### src/rtl/ps2_pkg.sv
// Shared types and constants for the PS/2 host-side blocks (transmitter and decoder).
package ps2_pkg;

    typedef enum logic [2:0] {
        IDLE,
        INHIBIT,
        DATA,
        PARITY,
        STOP,
        ACK,
        WAIT_IDLE,
        ERROR
    } ps2_tx_state_t;

    localparam logic [7:0] CMD_SET_LEDS = 8'hED;
    localparam logic [7:0] CMD_RESET    = 8'hFF;
    localparam logic [7:0] CMD_ECHO     = 8'hEE;

    localparam logic [7:0] RSP_ACK      = 8'hFA;
    localparam logic [7:0] RSP_RESEND   = 8'hFE;

    // PS/2 frames carry odd parity: the bit makes the total count of ones odd.
    function automatic logic odd_parity(input logic [7:0] b);
        return ~^b;
    endfunction

endpackage

### src/rtl/ps2_line_filter.sv
// Two-flop synchronizer plus a run-length filter for one open-drain PS/2 line.
// The filtered level only follows the pin after FILTER_LEN consecutive differing samples.
module ps2_line_filter #(
    parameter int FILTER_LEN = 8
) (
    input  logic clk,
    input  logic reset,
    input  logic line_async,
    output logic line_filt
);

    localparam int            CW       = $clog2(FILTER_LEN + 1);
    localparam logic [CW-1:0] CNT_LAST = CW'(FILTER_LEN - 1);

    logic [1:0]    sync_q;
    logic [CW-1:0] cnt_q;

    // Lines idle high, so everything resets to the released level.
    always_ff @(posedge clk or posedge reset) begin
        if (reset) begin
            sync_q    <= 2'b11;
            cnt_q     <= '0;
            line_filt <= 1'b1;
        end else begin
            sync_q <= {sync_q[0], line_async};
            if (sync_q[1] == line_filt) begin
                cnt_q <= '0;
            end else if (cnt_q == CNT_LAST) begin
                line_filt <= sync_q[1];
                cnt_q     <= '0;
            end else begin
                cnt_q <= cnt_q + CW'(1);
            end
        end
    end

endmodule

### src/rtl/ps2_host_tx.sv
// Host-to-device PS/2 transmitter: inhibits the bus, sends start/8 data/parity/stop
// on device-generated clock falls, checks the device ACK and reports done or error.
module ps2_host_tx #(
    parameter int INHIBIT_CYCLES = 6000,
    parameter int TIMEOUT_CYCLES = 750000,
    parameter int FILTER_LEN     = 8
) (
    input  logic       clk,
    input  logic       reset,
    input  logic [7:0] tx_data,
    input  logic       tx_valid,
    output logic       tx_ready,
    input  logic       ps2_clk_async,
    input  logic       ps2_data_async,
    output logic       ps2_clk_oe,
    output logic       ps2_data_oe,
    output logic       busy,
    output logic       tx_done,
    output logic       tx_error
);

    import ps2_pkg::*;

    localparam int            IW       = $clog2(INHIBIT_CYCLES + 1);
    localparam int            TW       = $clog2(TIMEOUT_CYCLES + 1);
    localparam logic [IW-1:0] INH_LAST = IW'(INHIBIT_CYCLES - 1);
    localparam logic [TW-1:0] TMO_LAST = TW'(TIMEOUT_CYCLES - 1);

    ps2_tx_state_t state_q, state_d;

    logic          clk_filt;
    logic          dat_filt;
    logic          clk_filt_q;
    logic          fall;

    logic [IW-1:0] inh_cnt_q;
    logic [TW-1:0] tmo_cnt_q;
    logic [2:0]    bit_cnt_q;
    logic [7:0]    shift_q;
    logic          parity_q;
    logic          data_drv_q;

    logic          accept;
    logic          inh_last;
    logic          tmo_hit;
    logic          lines_idle;

    ps2_line_filter #(.FILTER_LEN(FILTER_LEN)) u_clk_filter (
        .clk        (clk),
        .reset      (reset),
        .line_async (ps2_clk_async),
        .line_filt  (clk_filt)
    );

    ps2_line_filter #(.FILTER_LEN(FILTER_LEN)) u_data_filter (
        .clk        (clk),
        .reset      (reset),
        .line_async (ps2_data_async),
        .line_filt  (dat_filt)
    );

    always_ff @(posedge clk or posedge reset) begin
        if (reset) begin
            clk_filt_q <= 1'b1;
        end else begin
            clk_filt_q <= clk_filt;
        end
    end

    assign fall       = clk_filt_q & ~clk_filt;
    assign accept     = tx_valid && (state_q == IDLE);
    assign inh_last   = (state_q == INHIBIT) && (inh_cnt_q == INH_LAST);
    assign tmo_hit    = (state_q != IDLE) && (tmo_cnt_q == TMO_LAST);
    assign lines_idle = clk_filt && dat_filt;

    always_ff @(posedge clk or posedge reset) begin
        if (reset) begin
            state_q <= IDLE;
        end else begin
            state_q <= state_d;
        end
    end

    // Timeout wins over any fall seen in the same cycle.
    always_comb begin
        state_d = state_q;
        if (tmo_hit && (state_q != ERROR)) begin
            state_d = ERROR;
        end else begin
            case (state_q)
                IDLE:      if (tx_valid) state_d = INHIBIT;
                INHIBIT:   if (inh_last) state_d = DATA;
                DATA:      if (fall && (bit_cnt_q == 3'd7)) state_d = PARITY;
                PARITY:    if (fall) state_d = STOP;
                STOP:      if (fall) state_d = ACK;
                ACK:       if (fall) state_d = dat_filt ? ERROR : WAIT_IDLE;
                WAIT_IDLE: if (lines_idle) state_d = IDLE;
                ERROR:     state_d = IDLE;
                default:   state_d = IDLE;
            endcase
        end
    end

    // data_drv_q holds the bit currently presented on the wire (1 = pull low).
    always_ff @(posedge clk or posedge reset) begin
        if (reset) begin
            tmo_cnt_q  <= '0;
            inh_cnt_q  <= '0;
            bit_cnt_q  <= '0;
            shift_q    <= '0;
            parity_q   <= 1'b0;
            data_drv_q <= 1'b0;
        end else begin
            tmo_cnt_q <= (state_q == IDLE) ? '0 : tmo_cnt_q + TW'(1);
            inh_cnt_q <= (state_q == INHIBIT) ? inh_cnt_q + IW'(1) : '0;

            if (accept) begin
                shift_q  <= tx_data;
                parity_q <= odd_parity(tx_data);
            end

            case (state_q)
                IDLE: data_drv_q <= 1'b0;
                INHIBIT: begin
                    bit_cnt_q  <= '0;
                    data_drv_q <= 1'b1;
                end
                DATA: begin
                    if (fall && !tmo_hit) begin
                        data_drv_q <= ~shift_q[0];
                        shift_q    <= {1'b0, shift_q[7:1]};
                        bit_cnt_q  <= bit_cnt_q + 3'd1;
                    end
                end
                PARITY: if (fall && !tmo_hit) data_drv_q <= ~parity_q;
                STOP:   if (fall && !tmo_hit) data_drv_q <= 1'b0;
                default: data_drv_q <= 1'b0;
            endcase
        end
    end

    // Outputs decode from the asynchronously reset state, so reset releases both lines at once.
    always_comb begin
        tx_ready    = 1'b0;
        busy        = 1'b1;
        ps2_clk_oe  = 1'b0;
        ps2_data_oe = 1'b0;
        tx_done     = 1'b0;
        tx_error    = 1'b0;
        case (state_q)
            IDLE: begin
                tx_ready = 1'b1;
                busy     = 1'b0;
            end
            INHIBIT: begin
                ps2_clk_oe  = 1'b1;
                ps2_data_oe = inh_last;
            end
            DATA, PARITY, STOP: ps2_data_oe = data_drv_q;
            WAIT_IDLE: tx_done = lines_idle && !tmo_hit;
            ERROR: tx_error = 1'b1;
            default: ;
        endcase
    end

endmodule
### config.mk
export PLATFORM = sky130hd
export DESIGN_NAME = ps2_host_tx
export DESIGN_NICKNAME = d
export VERILOG_FILES = /design/src/rtl/ps2_pkg.sv /design/src/rtl/ps2_line_filter.sv /design/src/rtl/ps2_host_tx.sv
export SDC_FILE = /design/constraint.sdc
export NUM_CORES = 1
export LEC_CHECK = 0
export ABC_AREA = 0
export ABC_CLOCK_PERIOD_IN_PS = 3100
export BUFFER_PORTS_ARGS = -buffer_cell sky130_fd_sc_hd__buf_4
export CORE_MARGIN = 5
export CORE_UTILIZATION = 40
export DETAILED_ROUTE_END_ITERATION = 8
export GPL_TIMING_DRIVEN = 0
export HOLD_SLACK_MARGIN = 0.06
export SLEW_MARGIN = 30
export SYNTH_ARGS = -nofsm -noshare
export SYNTH_HDL_FRONTEND = slang
export SYNTH_HIERARCHICAL = 1
export SYNTH_SLANG_ARGS = --single-unit
### constraint.sdc
create_clock -name clk -period 3.1 [get_ports clk]
set_input_delay 0.62 -clock clk [delete_from_list [all_inputs] [get_ports clk]]
set_output_delay 0.62 -clock clk [all_outputs]
set_load 0.01 [all_outputs]
* Yosys cells after proc, flatten, opt, wreduce, memory -nomap -nowiden
Cells that the tools add are included.
Word-level totals: flip-flop bits (word level) 64, latch bits 0, memories 0, input bits 13, memory bits (writable) 0, bits in read-only memories 0
Cells by class: muxes and demuxes 31, add/subtract/negate cells 5, reduce and logical (&&, ||, !) cells 19, bitwise operators 6, divide/modulo/power cells 0, equal/unequal tests 25, order comparisons 0, shift operators 0, $mul 0
Operator list (count):
- $mux 3 | 9
- $mux 8 | 3
- $ne 3x3->1 const B | 8
- $pmux 3 s8 | 1
- $add 20x1->20 const B | 1
- $eq 20x20->1 const B | 1
- $mux 20 | 1
- $mux 4 | 4
- $eq 3x3->1 const B | 5
- $add 13x1->13 const B | 1
- $eq 13x13->1 const B | 1
- $mux 13 | 1
- $mux 1 | 9
- $add 4x1->4 const B | 2
- $eq 4x3->1 const B | 2
- $logic_and 1x1->1 | 8
- $reduce_xnor 8->1 | 1
- $reduce_and 7->1 | 1
- $eq 3x2->1 const B | 2
- $ne 2x2->1 const B | 3
- $pmux 3 s2 | 1
- $reduce_and 2->1 | 3
- $not 1->1 | 5
- $pmux 1 s4 | 1
- 11 further kinds | 12

* Longest topological paths before layout
Gate-level depths: netlist of run 1.
depth after elaboration 6, gate-level depth with buffers 7, gate-level depth less buffers 7

* Modules after synthesis
The synthesis of run 1 kept the hierarchy.
By module, submodules not included:
- ps2_host_tx | cells each 270, seq. area each 1252.5 um^2, area each 2593.7 um^2, instances 1
- ps2_line_filter | cells each 20, seq. area each 178.9 um^2, area each 284.0 um^2, instances 2

* Least setup slack after synthesis of run 1
OpenSTA, ideal clock, no wires.
path kind register -> output, from register tmo_cnt_q[0], to output port tx_done, data required time 2.480 ns, slack 0.975 ns, stages on the path, launching flop included 7, arrival 1.505 ns, cells stage by stage dfrtp_1 ha_1 nand3_1 nor2_1 and3_1 buf_4 nor4_1
Between the ends: word-level cells in the longest chain between the ends 5
RTL lines:
- from (decl) | line ps2_host_tx.sv:37 | logic [TW-1:0] tmo_cnt_q;
- from (signal assigned) | line ps2_host_tx.sv:114 | tmo_cnt_q <= (state_q == IDLE) ? '0 : tmo_cnt_q + TW'(1);
- $eq 20x20->1 | line ps2_host_tx.sv:73 | assign tmo_hit = (state_q != IDLE) && (tmo_cnt_q == TMO_LAST);
- $logic_and 1x1->1 | line ps2_host_tx.sv:73
- $logic_not 1->1 | line ps2_host_tx.sv:160 | WAIT_IDLE: tx_done = lines_idle && !tmo_hit;
- $logic_and 1x1->1 | line ps2_host_tx.sv:160
- $mux 1 | line ps2_host_tx.sv:150 | case (state_q)
- to (decl) | line ps2_host_tx.sv:18 | output logic tx_done,
No other way between the ends.

* Worst setup path in the final report of run 1
from register state_q[2], to output port tx_done
Between the ends: word-level cells in the longest chain between the ends 5, elaborated cells on any way between the ends 6, classes of those cells eq/ne: 1; mux: 1; reduce/logical: 4
RTL lines:
- from (decl) | line ps2_host_tx.sv:29 | ps2_tx_state_t state_q, state_d;
- from (signal assigned) | line ps2_host_tx.sv:80 | state_q <= state_d;
- $reduce_bool 3->1 | line ps2_host_tx.sv:73
- $logic_and 1x1->1 | line ps2_host_tx.sv:73
- $logic_not 1->1 | line ps2_host_tx.sv:160
- $logic_and 1x1->1 | line ps2_host_tx.sv:160
- $mux 1 (*) | line ps2_host_tx.sv:150
Every way passes the cells marked *; elsewhere a longest branch is shown, timed or not.

==> results of run 1 <==
## cell families (layout without fill, tap and decap cells)
family / after synthesis / in the layout / share of synthesized area, %
compound gates: 38 / 38 / 7.91
xor+xnor: 37 / 37 / 10.2
fa+ha+maj: 6 / 6 / 2.37
buf+inv: 23 / 57 / 3.48
flops: 64 / 64 / 50.9
mux: 11 / 11 / 3.84
simple gates: 131 / 131 / 21.2
## synthesized netlist by cell type, types with 2 or more instances
cell      instances
nand4_1           5
and2_1            3
and3_1            8
clkbuf_1          4
xnor2_1          27
inv_1            12
nand3_1           9
dfrtp_1          57
and4_1            4
dfstp_2           7
buf_2             4
buf_6             2
nor2_1           44
or3_1             4
a21oi_1           5
and4_2            2
o21ai_0          16
mux2i_1           8
nor4_1            4
a311oi_1          4
nor2b_1           4
nand3b_1          2
nor3_1            3
nand2_1          28
xor2_1           10
a211oi_1          3
ha_1              6
mux2_4            2
a211oi_2          2
nand4b_1          2
nand2b_1          2
## state kept, by name, summed over array words and instances (netlist names)
name,cells
u_data_filter/sync_q,2
tmo_cnt_q,20
u_clk_filter/line_filt,1
u_data_filter/cnt_q,4
parity_q,1
u_data_filter/line_filt,1
u_clk_filter/cnt_q,4
bit_cnt_q,3
shift_q,8
data_drv_q,1
clk_filt_q,1
inh_cnt_q,13
u_clk_filter/sync_q,2
state_q,3
## layer usage
metal | routed length [µm] | vias to the layer above | global-route usage (%)
met4 | 116 | 0 | 8.09
li1 | - | 1122 | -
met5 | 0 | - | 0
met2 | 2640 | 27 | 20.2
met1 | 2860 | 1084 | 16.7
met3 | 195 | 11 | 3.18
## cell type report
type	count	area (µm²)	share of cell area [%]
Buffer	11	65.1	1.78
Clock buffer	12	165	4.51
Clock inverter	3	40.0	1.09
Inverter	12	47.5	1.30
Multi-Input combinational cell	223	1440	39.4
Sequential cell	64	1610	44.0
Tap cell	102	128	3.49
Timing Repair Buffer	19	163	4.44
## power breakdown
group	switching (µW)	internal, µW	total, µW
Combinational	457	365	822
Sequential	121	1020	1140
Clock	305	430	735
## stage by stage
step,hold slack (ps),std cells,total power (µW),setup slack [ps]
floorplan,345,310,1760,975
global placement,346,430,1970,502
detailed placement,347,431,1990,751
CTS,160,446,2740,358
global route,168,446,2910,211
finish,178,446,2700,409
## how the worst min path moves through the flow
stage	start	to	depth (start not counted)
6_report	reset	shift_q[2]	2
5_1_grt	reset	shift_q[4]	2
3_5_place_dp	u_data_filter/sync_q[0]	u_data_filter/sync_q[1]	0
4_1_cts	reset	shift_q[1]	2
3_3_place_gp	u_clk_filter/sync_q[0]	u_clk_filter/sync_q[1]	0
2_1_floorplan	u_clk_filter/sync_q[0]	u_clk_filter/sync_q[1]	0
## worst reg2reg max path, stage by stage (launching register included)
cell      delay [ps]
dfrtp_1          430
nor4bb_1         370
and4_1           300
and3_1           160
buf_4            140
o21bai_1          80
mux2_2           270
==> flow_summary.yaml, run 1 <==
status:
  status: "completed"
grt:
  grt_max_degree: 45
  grt_pass1_wl_mm: 10.2
  grt_pass1_vias: 2341
  grt_overflow_total: 0
  track_usage_pct: 13.2
  antenna_found_initial: 0
critical_path:
  crit_type: "reg2out"
  slowest_delay_ps: 400
  worstReg2RegStart: "tmo_cnt_q[6]"
  cp.buffers_inverters: 2
  reg2reg_slack_ps: 1210
  critPathTopFamily: "simple AND/OR/NAND/NOR gates"
  cp.depth: 6
  crit_required_ps: 2480
  crit_end: "tx_done"
  cp_slowest_cell: "dfrtp_1"
  crit_top_cell: "buf_4"
  arrival_ps: 2070
  r2r_end: "data_drv_q"
  path_cells: "nor3_2 -> nor2_1 -> and3_1 -> buf_4 -> nor4_1 -> buf_4"
  crit_start: "state_q[2]"
  reg2regPathDepth: 6
  end_kind: "output port"
  worst_setup_path_start_kind: "flop"
  cp_max_fo: 7
clocking:
  cts_setup_buffers: 0
  clkTransAtPathRegs_ps: 70
  cts_buffers: 9
  clockBufferDepth: 2
  clk_latency_ps: 330
  hold_buffers: 0
  root_buffer: "clkbuf_8"
  ctsHtreeMaxLevel: 3
  cts_resized: 0
  clock_sinks: 64
  cts_tree: "done"
logic_synthesis:
  netlist_area_um2: 3160
  synth_seq_cells: 64
  syn-mean-instance-area_um2: 10.2
  synth_top_area_share_pct: 45.1
  synth_warnings: 6
  netlist_top_cells_area: "dfrtp_1 (45%), xnor2_1 (7.5%), dfstp_2 (5.8%)"
  ys_types: 48
  synthesis.nets: 329
  synth_area_leader_cell: "dfrtp_1"
  synth-edff-count: 0
  yosysSeqAreaShare_pct: 50.9
  synth_flop_cell: "dfrtp_1"
  ys_async_sr_fraction_pct: 100
  synthCells: 310
routing:
  avgViaCountPerCell: 5.03
  num_vias: 2244
  drt_iter0_markers: 130
  ant_nets: 0
  routed_wirelength_mm: 5.81
  wl_per_cell_um: 13.0
  drtPass1Iterations: 4
  drc_errors: 0
cells_and_area:
  final_core_utilization_pct: 47.4
  syn2layout_area_growth_pct: 15.7
  final_common_cell: "dfrtp_1"
  final_nets: 359
  drive_gt1_share_pct: 17.4
  fillerInstances: 716
  stdcell_area_um2: 3660
  final_cell_mix: "dfrtp_1 (57), nor2_1 (44), nand2_1 (28)"
  n_antenna_cell: 0
sta:
  finalSetupTns_ps: 0
  max_slew_margin_pct: 69.2
  finalHoldViolCount: 0
  period_needed_ps: 2690
  drv_slew: 0
  clock-skew-final_ps: 9.46
  worst_pin_slew_ps: 461
  fmax_mhz: 372
  rsz0062_at_grt: "false"
  setup_viol_count_final: 0
  fin_crit_sh_pct: 86.8
floorplanning:
  die_y_um: 98.9
  coreArea_um2: 7730
  ios: 19
  dieArea_um2: 9780
  rows: 32
  start_util_pct: 40.9
  die_w_um: 98.9
placement:
  place.gp.congestion: 0.773
  hpwl_mm: 3.99
  portBuffers: 18
  placed_area_um2: 3450
run:
  maxCapViolations: 0
power:
  ir_drop_uv: 338
  power_density_nw_per_um2: 738
  leakagePower_uw: 0.00162
hold_path:
  worstHoldPathType: "in2async"
Note: power is estimated with default switching activity, not from simulation.
==> run 2: changes to the inputs <==
==> constraint.sdc (replaced) <==
create_clock -name clk -period 3.1 [get_ports clk]
set_input_delay 0.155 -clock clk [delete_from_list [all_inputs] [get_ports clk]]
set_output_delay 0.155 -clock clk [all_outputs]
set_load 0.01 [all_outputs]
==> flow_summary.yaml, run 2 (synthesis results as in run 1) <==
critical_path:
  r2r_end: "data_drv_q"
  cp.buffers_inverters: 2
  reg2regPathDepth: 6
  end_kind: "output port"
  crit_required_ps: 2940
  path_cells: "nor3_2 -> nor2_1 -> and3_1 -> buf_4 -> nor4_1 -> buf_4"
  worst_setup_path_start_kind: "flop"
  reg2reg_slack_ps: 1210
  arrival_ps: 2070
  critPathTopFamily: "simple AND/OR/NAND/NOR gates"
  cp_slowest_cell: "dfrtp_1"
  crit_top_cell: "buf_4"
  worstReg2RegStart: "tmo_cnt_q[6]"
  cp_max_fo: 7
  crit_type: "reg2out"
  slowest_delay_ps: 400
  crit_start: "state_q[2]"
cells_and_area:
  final_cell_mix: "dfrtp_1 (57), nor2_1 (44), nand2_1 (28)"
  fillerInstances: 708
  final_common_cell: "dfrtp_1"
  top_regs: "tmo_cnt_q (20), inh_cnt_q (13), shift_q (8)"
  final_nets: 362
  largest_reg_flops: 20
  regMostFlops: "tmo_cnt_q"
  drive_gt1_share_pct: 17.3
  final_cell_count_no_fill: 449
  seqCellArea_um2: 1610
  multi_input_area_um2: 1440
  syn2layout_area_growth_pct: 16.7
  n_antenna_cell: 0
grt:
  grt_pass1_wl_mm: 10.2
  grt_pass1_vias: 2345
  track_usage_pct: 13.2
  grt_max_degree: 45
  grt_overflow_total: 0
  antenna_found_initial: 0
routing:
  num_vias: 2288
  wl_per_cell_um: 13.0
  avgViaCountPerCell: 5.10
  ant_nets: 0
  routed_wirelength_mm: 5.82
  drtPass1Iterations: 4
  drt_iter0_markers: 119
  drc_errors: 0
clocking:
  clockBufferDepth: 2
  hold_buffers: 3
  ctsHtreeMaxLevel: 3
  cts_tree: "done"
  root_buffer: "clkbuf_8"
  cts_resized: 0
  clk_latency_ps: 330
  clock_sinks: 64
  cts_buffers: 9
  cts_setup_buffers: 0
  clkTransAtPathRegs_ps: 70
sta:
  drv_slew: 0
  setup_viol_count_final: 0
  max_slew_margin_pct: 69.2
  rsz0062_at_grt: "false"
  fin_crit_sh_pct: 71.7
  layout_setup_ws_ps: 878
  clock-skew-final_ps: 9.16
  finalSetupTns_ps: 0
  worst_pin_slew_ps: 461
  holdWs_ps: 92.4
  finalHoldViolCount: 0
  period_needed_ps: 2220
  fmax_mhz: 450
placement:
  hpwl_mm: 3.99
  portBuffers: 18
  dpl.cell_count: 431
  place.gp.congestion: 0.773
  dp_slack_ps: 1220
run:
  maxCapViolations: 0
status:
  status: "completed"
hold_path:
  min-delay-start: "tx_valid"
  hold_end: "shift_q[7]"
  hold_depth: 3
  worstHoldPathType: "in2reg"
floorplanning:
  ios: 19
  start_util_pct: 40.9
  die_y_um: 98.9
  dieArea_um2: 9780
  coreArea_um2: 7730
  rows: 32
  die_w_um: 98.9
power:
  ir_drop_uv: 339
  finalPower_uw: 2700
  power_density_nw_per_um2: 733
  leakagePower_uw: 0.00163
-- run 2: cell types whose count changed in the layout (fill, tap and decap cells not counted) --
cell and change:
dlygate4sd3_1 +3
-- run 2: worst max-delay path by stage --
stage               slack (ps)  depth (start not counted)      endpoint
global placement           970                          2  inh_cnt_q[0]
global route               680                          6       tx_done
finish                     880                          6       tx_done
floorplan                 1430                          6    state_q[0]
detailed placement        1220                          6       tx_done
CTS                        820                          6       tx_done
-- run 2: per-stage QoR --
stage                     utilization (%)  area (µm²)
after detailed placement             44.7        3450
after global placement               44.3        3420
final                                47.7        3690
after CTS                            47.7        3690
after global routing                 47.7        3690
after floorplan                         -        3160
-- run 2: power by group --
| part | internal (µW) | total, µW | leakage [µW] | switching, µW |
|---|---|---|---|---|
| Clock | 430 | 735 | 0.000108 | 305 |
| Sequential | 1020 | 1140 | 0.000832 | 121 |
| Combinational | 368 | 824 | 0.000688 | 457 |
-- run 2: metal layers --
| metal | GRT usage, % | wire [µm] | share of wire (%) |
|---|---|---|---|
| met5 | 0 | 0 | 0 |
| met4 | 8.09 | 116 | 2.0 |
| met3 | 3.11 | 216 | 3.7 |
| met2 | 20.2 | 2660 | 46 |
| met1 | 16.7 | 2830 | 49 |
-- run 2: worst register-to-register path, cell delays in order, from the launching register on --
cell and delay, ps:
dfrtp_1 430, nor4bb_1 370, and4_1 300, and3_1 160
buf_4 150, o21bai_1 80, mux2_2 270
-- run 2: area by class of cell --
cell class | count | area share (%)
clock inverters | 3 | 1.09
multi-input cells | 223 | 39.1
well taps | 102 | 3.46
clock buffers | 12 | 4.48
flip-flops and latches | 64 | 43.6
repair buffers | 22 | 5.22
inverters | 12 | 1.29
plain buffers | 11 | 1.76
==> run 3: changes to the inputs <==
--- a/config.mk
+++ b/config.mk
@@ -6,7 +6,7 @@
 export NUM_CORES = 1
 export LEC_CHECK = 0
 export ABC_AREA = 0
-export ABC_CLOCK_PERIOD_IN_PS = 3100
+export ABC_CLOCK_PERIOD_IN_PS = 2050
 export BUFFER_PORTS_ARGS = -buffer_cell sky130_fd_sc_hd__buf_4
 export CORE_MARGIN = 5
 export CORE_UTILIZATION = 40
==> constraint.sdc (replaced) <==
create_clock -name clk -period 2.05 [get_ports clk]
set_input_delay 0.1025 -clock clk [delete_from_list [all_inputs] [get_ports clk]]
set_output_delay 0.1025 -clock clk [all_outputs]
set_load 0.01 [all_outputs]
==> flow_summary.yaml, run 3 (synthesis results as in run 1) <==
sta:
  max_slew_margin_pct: 69.1
  drv_slew: 0
  period_needed_ps: 1960
  fmax_mhz: 511
  worst_pin_slew_ps: 463
  clock-skew-final_ps: 9.75
  setup_viol_count_final: 0
  finalHoldViolCount: 0
  layout_setup_ws_ps: 92.6
  fin_crit_sh_pct: 95.5
grt:
  track_usage_pct: 13.5
  gr-usage-met1_pct: 16.9
  grt_overflow_total: 0
  grt_busiest_layer: "met2"
  met3_usage_pct: 3.11
  grt_pass1_vias: 2394
  grt_max_degree: 45
  grt_pass1_wl_mm: 10.5
  use_met2_pct: 21.2
  antenna_found_initial: 0
cells_and_area:
  final_nets: 374
  syn2layout_area_growth_pct: 21.5
  final_cell_count_no_fill: 461
  regMostFlops: "tmo_cnt_q"
  final_common_cell: "dfrtp_1"
  largest_reg_flops: 20
  top_regs: "tmo_cnt_q (20), inh_cnt_q (13), shift_q (8)"
  drive_gt1_share_pct: 20.6
  final_core_utilization_pct: 49.7
  final_cell_mix: "dfrtp_1 (56), nor2_1 (44), nand2_1 (28)"
  n_antenna_cell: 0
routing:
  routed_wirelength_mm: 6.03
  avgViaCountPerCell: 5.07
  drtPass1Iterations: 4
  ant_nets: 0
  num_vias: 2335
  wl_per_cell_um: 13.1
  drc_errors: 0
  drt_iter0_markers: 120
critical_path:
  critPathTopFamily: "simple AND/OR/NAND/NOR gates"
  crit_type: "reg2out"
  end_kind: "output port"
  slowest_delay_ps: 450
  path_cells: "nor4bb_4 -> and4_4 -> and3_1 -> buf_6 -> nor4_4 -> buf_4"
  crit_required_ps: 1950
  cp_max_fo: 5
  cp_slowest_cell: "dfrtp_2"
  cp.buffers_inverters: 2
  arrival_ps: 1850
  worst_setup_path_start_kind: "flop"
floorplanning:
  start_util_pct: 40.9
  dieArea_um2: 9780
  die_w_um: 98.9
  die_y_um: 98.9
  rows: 32
  ios: 19
  coreArea_um2: 7730
placement:
  hpwl_mm: 3.99
  place.gp.congestion: 0.773
  dp_slack_ps: 211
  dpl.cell_count: 431
  portBuffers: 18
status:
  status: "completed"
clocking:
  root_buffer: "clkbuf_8"
  ctsHtreeMaxLevel: 3
  clkTransAtPathRegs_ps: 70
  clock_sinks: 64
  clockBufferDepth: 2
  clk_latency_ps: 330
  cts_buffers: 9
  cts_tree: "done"
power:
  leakagePower_uw: 0.00169
  p_sw_share_pct: 32.9
  p_int_uw: 2800
  seqPwrFrac_pct: 41.7
  power_density_nw_per_um2: 1090
  ir_drop_uv: 518
  p_sw_uw: 1380
  clkPwrFrac_pct: 26.6
  combPwrFrac_pct: 31.7
hold_path:
  worstHoldPathType: "in2reg"
run:
  maxCapViolations: 0
run 3: per-layer routing:
layer / vias to the layer above / wire (µm)
met2: 37 / 2790
met5: - / 0
li1: 1151 / -
met1: 1136 / 2900
met4: 0 / 116
met3: 11 / 220
run 3: worst min-delay path, delay by kind of cell:
kind            cells  cell delay [ps]
mux                 1               50
buf+inv             1               90
compound gates      1              130
run 3: through the flow:
stage	setup TNS, ps	total power [µW]	area (µm²)	hold slack (ps)
after floorplan	0	2650	3160	-96.3
after detailed placement	0	3010	3450	19.8
after global placement	-1360	2980	3420	59.6
final	0	4180	3840	80.8
after CTS	0	4190	3780	69.2
after global routing	-1.44	4490	3840	102
run 3: timing repair:
item	in CTS	in global routing
hold endpoints to repair	68	0
resized for setup	5	5
hold buffers	7	0
buffers inserted	2	6
endpoints found under the setup margin	1	1
pin swaps	2	3
run 3: area by class of cell:
type	count	area, µm²
clock inverters	3	40.0
flip-flops and latches	64	1610
multi-input cells	223	1490
inverters	12	47.5
well taps	102	128
repair buffers	34	293
plain buffers	11	68.8
clock buffers	12	165
fillers	696	3890
run 3: final timing paths:
kind / from / end / slack (ps) / depth (start not counted)
max: tmo_cnt_q[6] / tx_done / 90 / 6
min: tx_data[1] / shift_q[1] / 80 / 3
max reg2reg: tmo_cnt_q[6] / data_drv_q / 150 / 7
min reg2reg: u_data_filter/sync_q[0] / u_data_filter/sync_q[1] / 360 / 0
max in group asynchronous: reset / clk_filt_q / 1370 / 4
min in group asynchronous: reset / shift_q[2] / 210 / 3
run 3: power by group through the flow:
stage	sequential, µW	combinational, µW	clock [µW]
CTS	1740	1290	1160
detailed placement	1750	1260	0
global route	1790	1490	1220
global placement	1740	1230	0
finish	1740	1320	1110
floorplan	1710	948	0
